--- src/rtl/priority_latch_encoder.sv ---
// priority_latch_encoder: latches request pulses and presents one pending index at a time
// under a valid/ack handshake, with fixed priority and per-bit masking of selection.
module priority_latch_encoder #(
    parameter int N          = 8,
    parameter bit HIGH_FIRST = 1'b1,
    localparam int W         = $clog2(N)
) (
    input  logic         clk,
    input  logic         n_reset,
    input  logic [N-1:0] a,
    input  logic [N-1:0] mask,
    input  logic         ack,
    output logic [W-1:0] y,
    output logic         valid,
    output logic [W:0]   count
);
    typedef enum logic {IDLE, PRESENT} state_t;

    state_t         state_q, state_d;
    logic [N-1:0]   pending_q, pending_d;
    logic [W-1:0]   y_q, y_d;
    logic [W:0]     count_q, count_d;
    logic [N-1:0]   clr, cand;
    logic [W-1:0]   sel;
    logic           take;

    always_comb begin
        clr = '0;
        if (state_q == PRESENT && ack) clr[y_q] = 1'b1;
        pending_d = (pending_q & ~clr) | a;
        cand      = pending_d & ~mask;
        // Later loop iterations overwrite earlier ones, so scan order sets priority.
        sel = '0;
        for (int i = 0; i < N; i++) begin
            if (HIGH_FIRST && cand[i]) sel = W'(i);
            if (!HIGH_FIRST && cand[N-1-i]) sel = W'(N-1-i);
        end
        count_d = '0;
        for (int i = 0; i < N; i++) count_d = count_d + (W+1)'(pending_d[i]);
        take    = (state_q == IDLE) || ack;
        state_d = take ? ((|cand) ? PRESENT : IDLE) : state_q;
        y_d     = (take && |cand) ? sel : y_q;
    end

    always_ff @(posedge clk or negedge n_reset) begin
        if (!n_reset) begin
            state_q   <= IDLE;
            pending_q <= '0;
            y_q       <= '0;
            count_q   <= '0;
        end else begin
            state_q   <= state_d;
            pending_q <= pending_d;
            y_q       <= y_d;
            count_q   <= count_d;
        end
    end

    assign y     = y_q;
    assign valid = (state_q == PRESENT);
    assign count = count_q;
endmodule

--- config.mk ---
export PLATFORM = sky130hd
export DESIGN_NAME = priority_latch_encoder
export DESIGN_NICKNAME = d
export VERILOG_FILES = /design/src/rtl/priority_latch_encoder.sv
export SDC_FILE = /design/constraint.sdc
export NUM_CORES = 1
export LEC_CHECK = 0
export BUFFER_PORTS_ARGS = -buffer_cell sky130_fd_sc_hd__buf_2
export CORE_ASPECT_RATIO = 0.7
export CORE_MARGIN = 2
export CORE_UTILIZATION = 30
export DETAILED_ROUTE_END_ITERATION = 10
export SLEW_MARGIN = 20
export SYNTH_ARGS = -nofsm -noshare
export SYNTH_HDL_FRONTEND = slang
export SYNTH_SLANG_ARGS = --single-unit
--- constraint.sdc ---
create_clock -name clk -period 6.25 [get_ports clk]
set_clock_uncertainty 0.1 [all_clocks]
set_input_delay 0 -clock clk [delete_from_list [all_inputs] [get_ports clk]]
set_output_delay 0 -clock clk [all_outputs]
set_load 0.01 [all_outputs]
# Word-level counts from Yosys, hierarchy flattened
# Cells that the tools add are included.
word_totals:
  regBits: 16
  input_bits: 19
  out_inout_bits: 8
  elab_cells: 35
op_classes:
  add_sub_neg: 7
  order_cmp: 2
  mux: 11
  bitwise: 6
  reduce_logical: 5
op_table:
  columns: ["cell", "n"]
  rows:
  - ["$add 4x1->4", 4]
  - ["$and 8x8->8", 2]
  - ["$not 8->8", 2]
  - ["$mux 3", 4]
  - ["$mux 8", 1]
  - ["$or 8x8->8", 1]
  - ["$reduce_or 8->1", 1]
  - ["$add 3x1->4", 1]
  - ["$lt 3x4->1 const B", 1]
  - ["$mux 2", 2]
  - ["$add 2x1->3", 1]
  - ["$demux 1 s3", 1]
  - ["$ge 3x1->1 const B", 1]
  - ["$logic_and 1x1->1", 3]
  - ["$mux 1", 3]
  - ["$add 1x1->2", 1]
  - ["$logic_or 1x1->1", 1]
  - ["$not 1->1", 1]

# Depth between registers and ports, before layout
# Gate-level depths: netlist (run 1).
depth:
  ltp_word: 16
  ltp_mapped: 13
  ltp_nobuf: 12

# Worst setup path before layout (run 1)
# Ideal clock, no wire load.
synth_path:
  path_type: "register to register"
  startpoint: "register y_q[0], in the netlist y[0]"
  endpoint: "register count_q[2], in the netlist count[2]"
  setup_time_ps: 123
  arrival_ps: 3165
  required_ps: 6027
  path_slack_ps: 2863
  path_stages_with_launch: 13
  path_cell_list: "dfrtp_1 -> and3b_1 -> buf_6 -> nand2_1 -> a21oi_1 -> fa_1 -> inv_1 -> fa_1 -> fa_1 -> ha_1 -> inv_1 -> fa_1 -> xnor2_1"
synth_between:
  elab_chain_cells: 15
synth_rtl:
  columns: ["item", "line_no", "text"]
  rows:
  - ["from (decl)", "21", "logic [W-1:0] y_q, y_d;"]
  - ["from (signal assigned)", "54", "y_q <= y_d;"]
  - ["$lt 3x4->1 (not written as such) / $ge 3x1->1 (equally long branches)", "29", "if (state_q == PRESENT && ack) clr[y_q] = 1'b1;"]
  - ["$logic_and 1x1->1 (not written as such)", "29", null]
  - ["$mux 1 (not written as such)", "29", null]
  - ["$demux 1 s3 (*)", "29", null]
  - ["$mux 8 (*)", "29", null]
  - ["$not 8->8 (*)", "30", "pending_d = (pending_q & ~clr) | a;"]
  - ["$and 8x8->8 (*)", "30", null]
  - ["$or 8x8->8 (*)", "30", null]
  - ["$add 1x1->2", "39", "for (int i = 0; i < N; i++) count_d = count_d + (W+1)'(pending_d[i]);"]
  - ["$add 2x1->3", "39", null]
  - ["$add 3x1->4", "39", null]
  - ["$add 4x1->4 (3 in a row)", "39", null]
  - ["$add 4x1->4 (*)", "39", null]
  - ["via count_d[2]", "22", "logic [W:0] count_q, count_d;"]
  - ["to (signal assigned)", "55", "count_q <= count_d;"]
  - ["to (decl)", "22", null]
# Mark *: on every way through the listed nets, which the timed path passes. The rest lies on a longest branch.
# A chain may end at the register's enable or synchronous reset.

# Final worst setup path (run 1)
# Ends and elaborated chain as after synthesis.

==> results by group, run 1 <==
Setup path
  – Flop-to-flop setup slack: 2.58 ns
  – Worst R2R Start: y[0]
  – Most used cell, CP: fa_1
  – R2R cell count: 11
  – Reg-to-reg endpoint: count[2]
  – Worst Path Arrival: 3.70 ns
  – Critical path capture point type: flop
  – Slowest cell on the critical path: fa_1
  – Cells along the critical path: and3b_1, nand2_1, a21oi_1, fa_1, inv_1, fa_1, fa_1, ha_1, inv_1, fa_1, xnor2_1
  – Max incr delay on CP: 0.54 ns
  – CP Launch Type: flop
  – Worst Setup SP: y[0]
  – Crit-path max FO: 8
  – Critical path class: flop to flop
  – Req. time, crit path: 6.28 ns

Synthesis
  – Synth cell types: 29
  – Post-synthesis mux area share: 2.89%
  – Post-synth top area share: 38.6%
  – Compound-Gate Fraction of Synth Area: 18.6%
  – Largest family of logic cells by synthesized area: simple AND/OR/NAND/NOR gates
  – Seq cells post-synth: 16
  – Simple-Gate Fraction of Synth Area: 21.2%
  – Synth Instances: 98
  – Synth Area in Adders: 11.3%
  – Sequential area share after synthesis: 38.6%
  – Netlist Area Pre-Place: 0.00104 mm^2
  – Syn. warnings: 0
  – Top-count cell post-synth: dfrtp_1
  – Top cells by area, synth: dfrtp_1 39%, fa_1 7.7%, a21o_1 5.1%
  – Area leader, netlist: dfrtp_1
  – Most frequent cells after synthesis: 16 x dfrtp_1, 12 x nor2_1, 10 x inv_1, 7 x a21o_1
  – Avg Inst Size Synth: 10.6 um^2
  – Asr flop ratio synth: 100%
  – Post-synthesis xor/xnor area fraction: 0.843%
  – Syn Nets: 124
  – Top_reg_cell synth: dfrtp_1
  – Post-synth EDFFs: 0

Placed design
  – Gp weighted congestion: 0.828
  – Post-DP HPWL: 1790 um
  – PortBufs: 26

Power and ir drop
  – PwrDens: 247 mW/mm^2
  – Clk pwr share: 27.3%
  – Internal power of the cells: 228 uW
  – Pleak: 0.000568 uW
  – Share of power burned in registers: 40.7%
  – Psw: 103 uW
  – Logic pwr share: 32.0%
  – Maximum VDD drop: 0.121 mV
  – Sw Share: 31.1%

Timing
  – RSZ-0062 raised after global routing: no
  – Pin slew with the least headroom to its limit: 0.474 ns
  – Max-Slew Margin vs Limit: 68.4%
  – Setup TNS: 0 ns
  – Fmax: 272 MHz
  – Final Max Slew Viols: 0
  – Fin crit period: 3.67 ns
  – Setup violations, final: 0
  – Final Hold Viols: 0
  – Crit share post-route: 58.7%

Die
  – DIE AREA: 0.00396 mm^2
  – Top-Level Pins: 27
  – Placeable core region: 0.00323 mm^2
  – Row Count: 17
  – Chip height: 53.2 um
  – Die width: 74.3 um
  – Starting Density: 32.1%

Clocking
  – Clock-pin slew on the worst setup and hold paths: 0.06 ns
  – CTS Buffer Depth: 2
  – Post CTS Setup Buffer Count: 0
  – CTS Buf Count: 3
  – TritonCTS clock tree: yes
  – Worst-Skew Late Latency: 0.25 ns
  – Clk sinks: 16
  – Htree depth: 1
  – Root Buffer: clkbuf_8
  – Post_cts resized: 0

Worst hold path
  – Worst hold path type: input pin to flop
  – Hold path startpoint: ack
  – Hold depth: 3
  – Hold Path Sink: y[2]

Detailed routing
  – DRT Pass-1 Iters: 4
  – Iter 0 DRT Violations: 25
  – Antenna viol nets, final: 0
  – Wire per inst: 12.6 um
  – Vias/cell: 4.53
  – Detailed-route via count: 816
  – Routed wire length: 2270 um
  – DRC viols: 0

Global routing
  – Global Route Usage Sum: 13.1%
  – First-pass GRT wire length: 3680 um
  – Number of global-route vias before repair: 792
  – Global-route met1 utilization: 16.6%
  – Met2 Resource Use GR: 21.3%
  – GR met3 Demand/Resource: 3.81%
  – GR peak layer: met2
  – Initial antenna violation count: 0
  – Congestion Overflow GR: 0
  – Pin count of the biggest net entering global routing: 18

Status
  – Outcome: complete, no violations

Layout
  – Antenna Cells: 0
  – Synthesis-to-finish area growth: 29.2%
  – Nets: 160
  – Layout cells sized above 1: 29.3%
  – Final core area utilization: 41.5%

Flow run
  – Max Cap Viol: 0
-- area by class of cell --
type | instances | area, um^2
fill | 324 | 1890
sequential | 16 | 400
tap | 47 | 58.8
timing repair buffer | 35 | 220
multi-input combinational | 68 | 569
inverter | 10 | 37.5
clock buffer | 4 | 55.1
-- power groups by stage --
stage	sequential [uW]	clock, uW	combinational (uW)
finish	135	90.5	106
global route	137	100	118
CTS	135	95.2	108
detailed placement	137	0	103
global placement	135	0	99.3
floorplan	140	0	63.9
-- cells by family after synthesis --
group,Yosys count
DFF,16
muxes,2
buffers and inverters,14
AOI/OAI and AO/OA,22
and+or+nand+nor,36
adders and majority gates,7
xor gates and xnor gates,1
-- layer usage --
| layer | up-vias | wire, um |
|---|---|---|
| li1 | 412 | - |
| met1 | 385 | 1140 |
| met2 | 17 | 999 |
| met3 | 2 | 108 |
| met4 | 0 | 21 |
| met5 | - | 0 |
-- through the flow --
step | std cells | area, um^2 | hold WS, ns | total power (uW) | setup slack [ns]
finish | 180 | 1340 | 0.0395 | 332 | 2.58
global route | 180 | 1340 | 0.0469 | 355 | 2.38
CTS | 180 | 1340 | 0.0266 | 338 | 2.54
detailed placement | 167 | 1200 | -0.158 | 239 | 2.57
global placement | 167 | 1200 | -0.163 | 235 | 2.65
floorplan | 98 | 1040 | -0.396 | 204 | 2.86
-- worst max path at each step --
stage / depth (start not counted) / endpoint / slack (ns)
after floorplan: 12 / count[2] / 2.86
after global placement: 11 / count[1] / 2.65
after detailed placement: 11 / count[1] / 2.57
after CTS: 11 / count[1] / 2.54
after global routing: 11 / count[2] / 2.38
final: 11 / count[2] / 2.58
-- what timing repair did --
| item | CTS | global route |
|---|---|---|
| setup endpoints to repair | 0 | 0 |
| hold endpoints to repair | 24 | 0 |
| hold buffers | 9 | 0 |
-- flip-flops by register name, indices dropped and copies added (netlist names) --
register / flops
pending_q: 8
count: 4
y: 3
valid: 1
-- cell usage in the layout (no fill, tap or decap), types with 7 or more instances in the layout --
cell / count
buf_2: 26
dfrtp_1: 16
nor2_1: 12
inv_1: 10
dlygate4sd3_1: 9
a21o_1: 7
-- worst max-delay path, delay by kind of cell (launching register included) --
kind                       cells  cell delay (ns)
AOI/OAI and AO/OA              1             0.27
xor gates and xnor gates       1             0.13
adders and majority gates      5             1.98
buffers and inverters          2             0.14
DFF                            1             0.40
and+or+nand+nor                2             0.54
Power figures use the tool's default switching activity.
==> run 2, diff against run 1 <==
- clock period: 6.25 -> 3.23 ns (I/O delays scaled with it)
==> run 2 against run 1 <==
The flow now finishes with violations (setup timing). Die area stayed put. Wire length up 15%. Register-to-register slack worse by 2.7 ns. Cell area grew 9.6%. Via count rose by 10%. Cell count is 7.8% higher. Core utilization grew 4.0 points. Critical path type unchanged. Critical endpoint is now count[1]. Highest routed layer unchanged.
==> results by group, run 2 (synthesized netlist as in run 1, its figures left out) <==
Status
  – Outcome: complete, but fails checks
  – Failing checks: setup timing

Layout
  – Antenna Cells: 0 (unchanged)
  – Layout cells sized above 1: 43.5% (+14 points)
  – Largest Register: pending_q
  – Most common cell after layout, fill and taps aside: buf_2
  – Final core area utilization: 45.5% (+4.0 points)
  – Max reg flops: 8 (unchanged)
  – Nets: 174 (+8.8%)
  – Cell Count, Final, Fillers Out: 194 (+7.8%)
  – FILL cells: 339 (+4.6%)
  – Commonest cells after routing, fill and taps aside: 26 x buf_2, 15 x dfrtp_1, 15 x buf_4
  – Synthesis-to-finish area growth: 41.6%

Timing
  – Fmax: 299 MHz (+9.7%)
  – Fin crit period: 3.35 ns (-0.323 ns)
  – Crit share post-route: 104% (+45 points)
  – Fin worst setup slack: -0.116 ns (-2.70 ns)
  – RSZ-0062 raised after global routing: yes
  – Final Max Slew Viols: 0 (unchanged)
  – Pin slew with the least headroom to its limit: 0.408 ns (-0.0660 ns)
  – Setup violations, final: 2 (+2)
  – Max-Slew Margin vs Limit: 72.7% (+4.3 points)
  – Final Hold Viols: 0 (unchanged)

Power and ir drop
  – Maximum VDD drop: 0.252 mV (+110%)
  – PwrDens: 471 mW/mm^2 (+91%)
  – Pleak: 0.000631 uW (+11%)

Setup path
  – R2R cell count: 11 (unchanged)
  – Reg-to-reg endpoint: count[1]
  – CP Launch Type: flop
  – Critical path capture point type: flop
  – Critical path class: flop to flop
  – Req. time, crit path: 3.29 ns (-2.99 ns)
  – Worst Path Arrival: 3.40 ns (-0.30 ns)
  – Flop-to-flop setup slack: -0.12 ns (-2.70 ns)
  – Crit-path max FO: 3 (-5)
  – Worst R2R Start: y[0]

Worst hold path
  – Worst hold path type: input pin to flop
  – Hold depth: 3 (unchanged)
  – Hold path startpoint: ack
  – Hold Path Sink: y[2]

Detailed routing
  – Detailed-route via count: 898 (+10%)
  – Routed wire length: 2620 um (+15%)
  – DRT Pass-1 Iters: 4 (unchanged)
  – DRC viols: 0 (unchanged)
  – Wire per inst: 13.5 um (+7.1%)
  – Vias/cell: 4.63 (+2.1%)
  – Iter 0 DRT Violations: 45 (+80%)
  – Antenna viol nets, final: 0 (unchanged)

Clocking
  – Root Buffer: clkbuf_8
  – CTS Buffer Depth: 2 (unchanged)
  – Clk sinks: 16 (unchanged)
  – Clock-pin slew on the worst setup and hold paths: 0.07 ns (about the same)
  – Worst-Skew Late Latency: 0.25 ns (about the same)
  – Htree depth: 1 (unchanged)
  – TritonCTS clock tree: yes
  – CTS Buf Count: 3 (unchanged)

Global routing
  – First-pass GRT wire length: 4480 um (+22%)
  – GR met3 Demand/Resource: 5.14% (+1.3 points)
  – Pin count of the biggest net entering global routing: 17 (-1)
  – Met2 Resource Use GR: 26.2% (+4.9 points)
  – Global Route Usage Sum: 15.8% (+2.7 points)
  – Initial antenna violation count: 0 (unchanged)
  – Number of global-route vias before repair: 983 (+24%)
  – GR peak layer: met2
  – Congestion Overflow GR: 0 (unchanged)
  – Global-route met1 utilization: 20.2% (+3.6 points)

Placed design
  – Dpl cells: 179 (+7.2%)
  – Gp weighted congestion: 0.864 (+4.4%)
  – PortBufs: 26 (unchanged)
  – Post-DP HPWL: 2060 um (+15%)

Die
  – Placeable core region: 0.00323 mm^2 (unchanged)
  – DIE AREA: 0.00396 mm^2 (unchanged)
  – Die width: 74.3 um (unchanged)
  – Row Count: 17 (unchanged)
  – Starting Density: 32.1% (unchanged)
  – Top-Level Pins: 27 (unchanged)
  – Chip height: 53.2 um (unchanged)

Flow run
  – Max Cap Viol: 0 (unchanged)
run 2: changes by cell type in the layout (fill, tap and decap cells not counted), moves of 2 or more:
cell     previous run  this run
buf_4               0        15
a21oi_1             3         1
a21oi_2             0         2
inv_1              10         8
inv_2               0         2
run 2: worst max-delay path by stage:
stage | start | endpoint | slack (ns) | cells after the start
5_1_grt | y[0] | count[1] | -0.25 | 11
4_1_cts | y[0] | count[1] | -0.12 | 11
3_3_place_gp | y[0] | count[1] | -0.05 | 11
2_1_floorplan | valid | count[1] | -0.07 | 13
3_5_place_dp | y[0] | count[1] | -0.16 | 11
6_report | y[0] | count[1] | -0.12 | 11
run 2: power breakdown:
group / internal (uW) / switching [uW] / total, uW
clock: 108 / 73.2 / 182
sequential: 237 / 18.1 / 255
combinational: 127 / 129 / 256
run 2: worst max-delay path, stage by stage (launching register included):
cell and delay, ns:
dfrtp_1 0.41, and3b_1 0.25, nand2_1 0.08, a21oi_2 0.19, fa_1 0.41, inv_1 0.07
fa_1 0.42, fa_1 0.52, ha_2 0.20, inv_2 0.04, fa_2 0.52, inv_2 0.03
run 2: timing repair:
item | CTS | global route
resized for setup | 3 | 0
setup endpoints to repair | 2 | 2
pin swaps | 3 | 1
cloned | 0 | 0
hold buffers | 8 | 0
hold endpoints to repair | 23 | 0
buffers inserted | 3 | 0
run 2: routing by layer:
layer	share of wire (%)	vias to the layer above	wire, um
met1	48	436	1260
met2	46	22	1210
met4	0.46	0	12
li1	-	438	-
met5	0	-	0
met3	5.2	2	135
run 2: cell type report:
cell class,instances,area [um^2],area share (%)
Timing Repair Buffer,49,323,22.0
Clock buffer,4,55.1,3.74
Tap cell,47,58.8,4.00
Multi-Input combinational cell,68,594,40.4
Sequential cell,16,402,27.3
Inverter,10,37.5,2.55
run 2: per-stage QoR:
step / cell area (um^2) / setup TNS (ns) / total power, uW / worst slack (ns) / hold slack [ns]
global route: 1470 / -0.432 / 745 / -0.252 / 0.0394
finish: 1470 / -0.155 / 693 / -0.116 / 0.0289
detailed placement: 1300 / -0.248 / 500 / -0.164 / -0.148
CTS: 1470 / -0.159 / 701 / -0.116 / 0.0254
floorplan: 1060 / -0.0729 / 403 / -0.0729 / -0.396
global placement: 1300 / -0.0476 / 484 / -0.0476 / -0.158
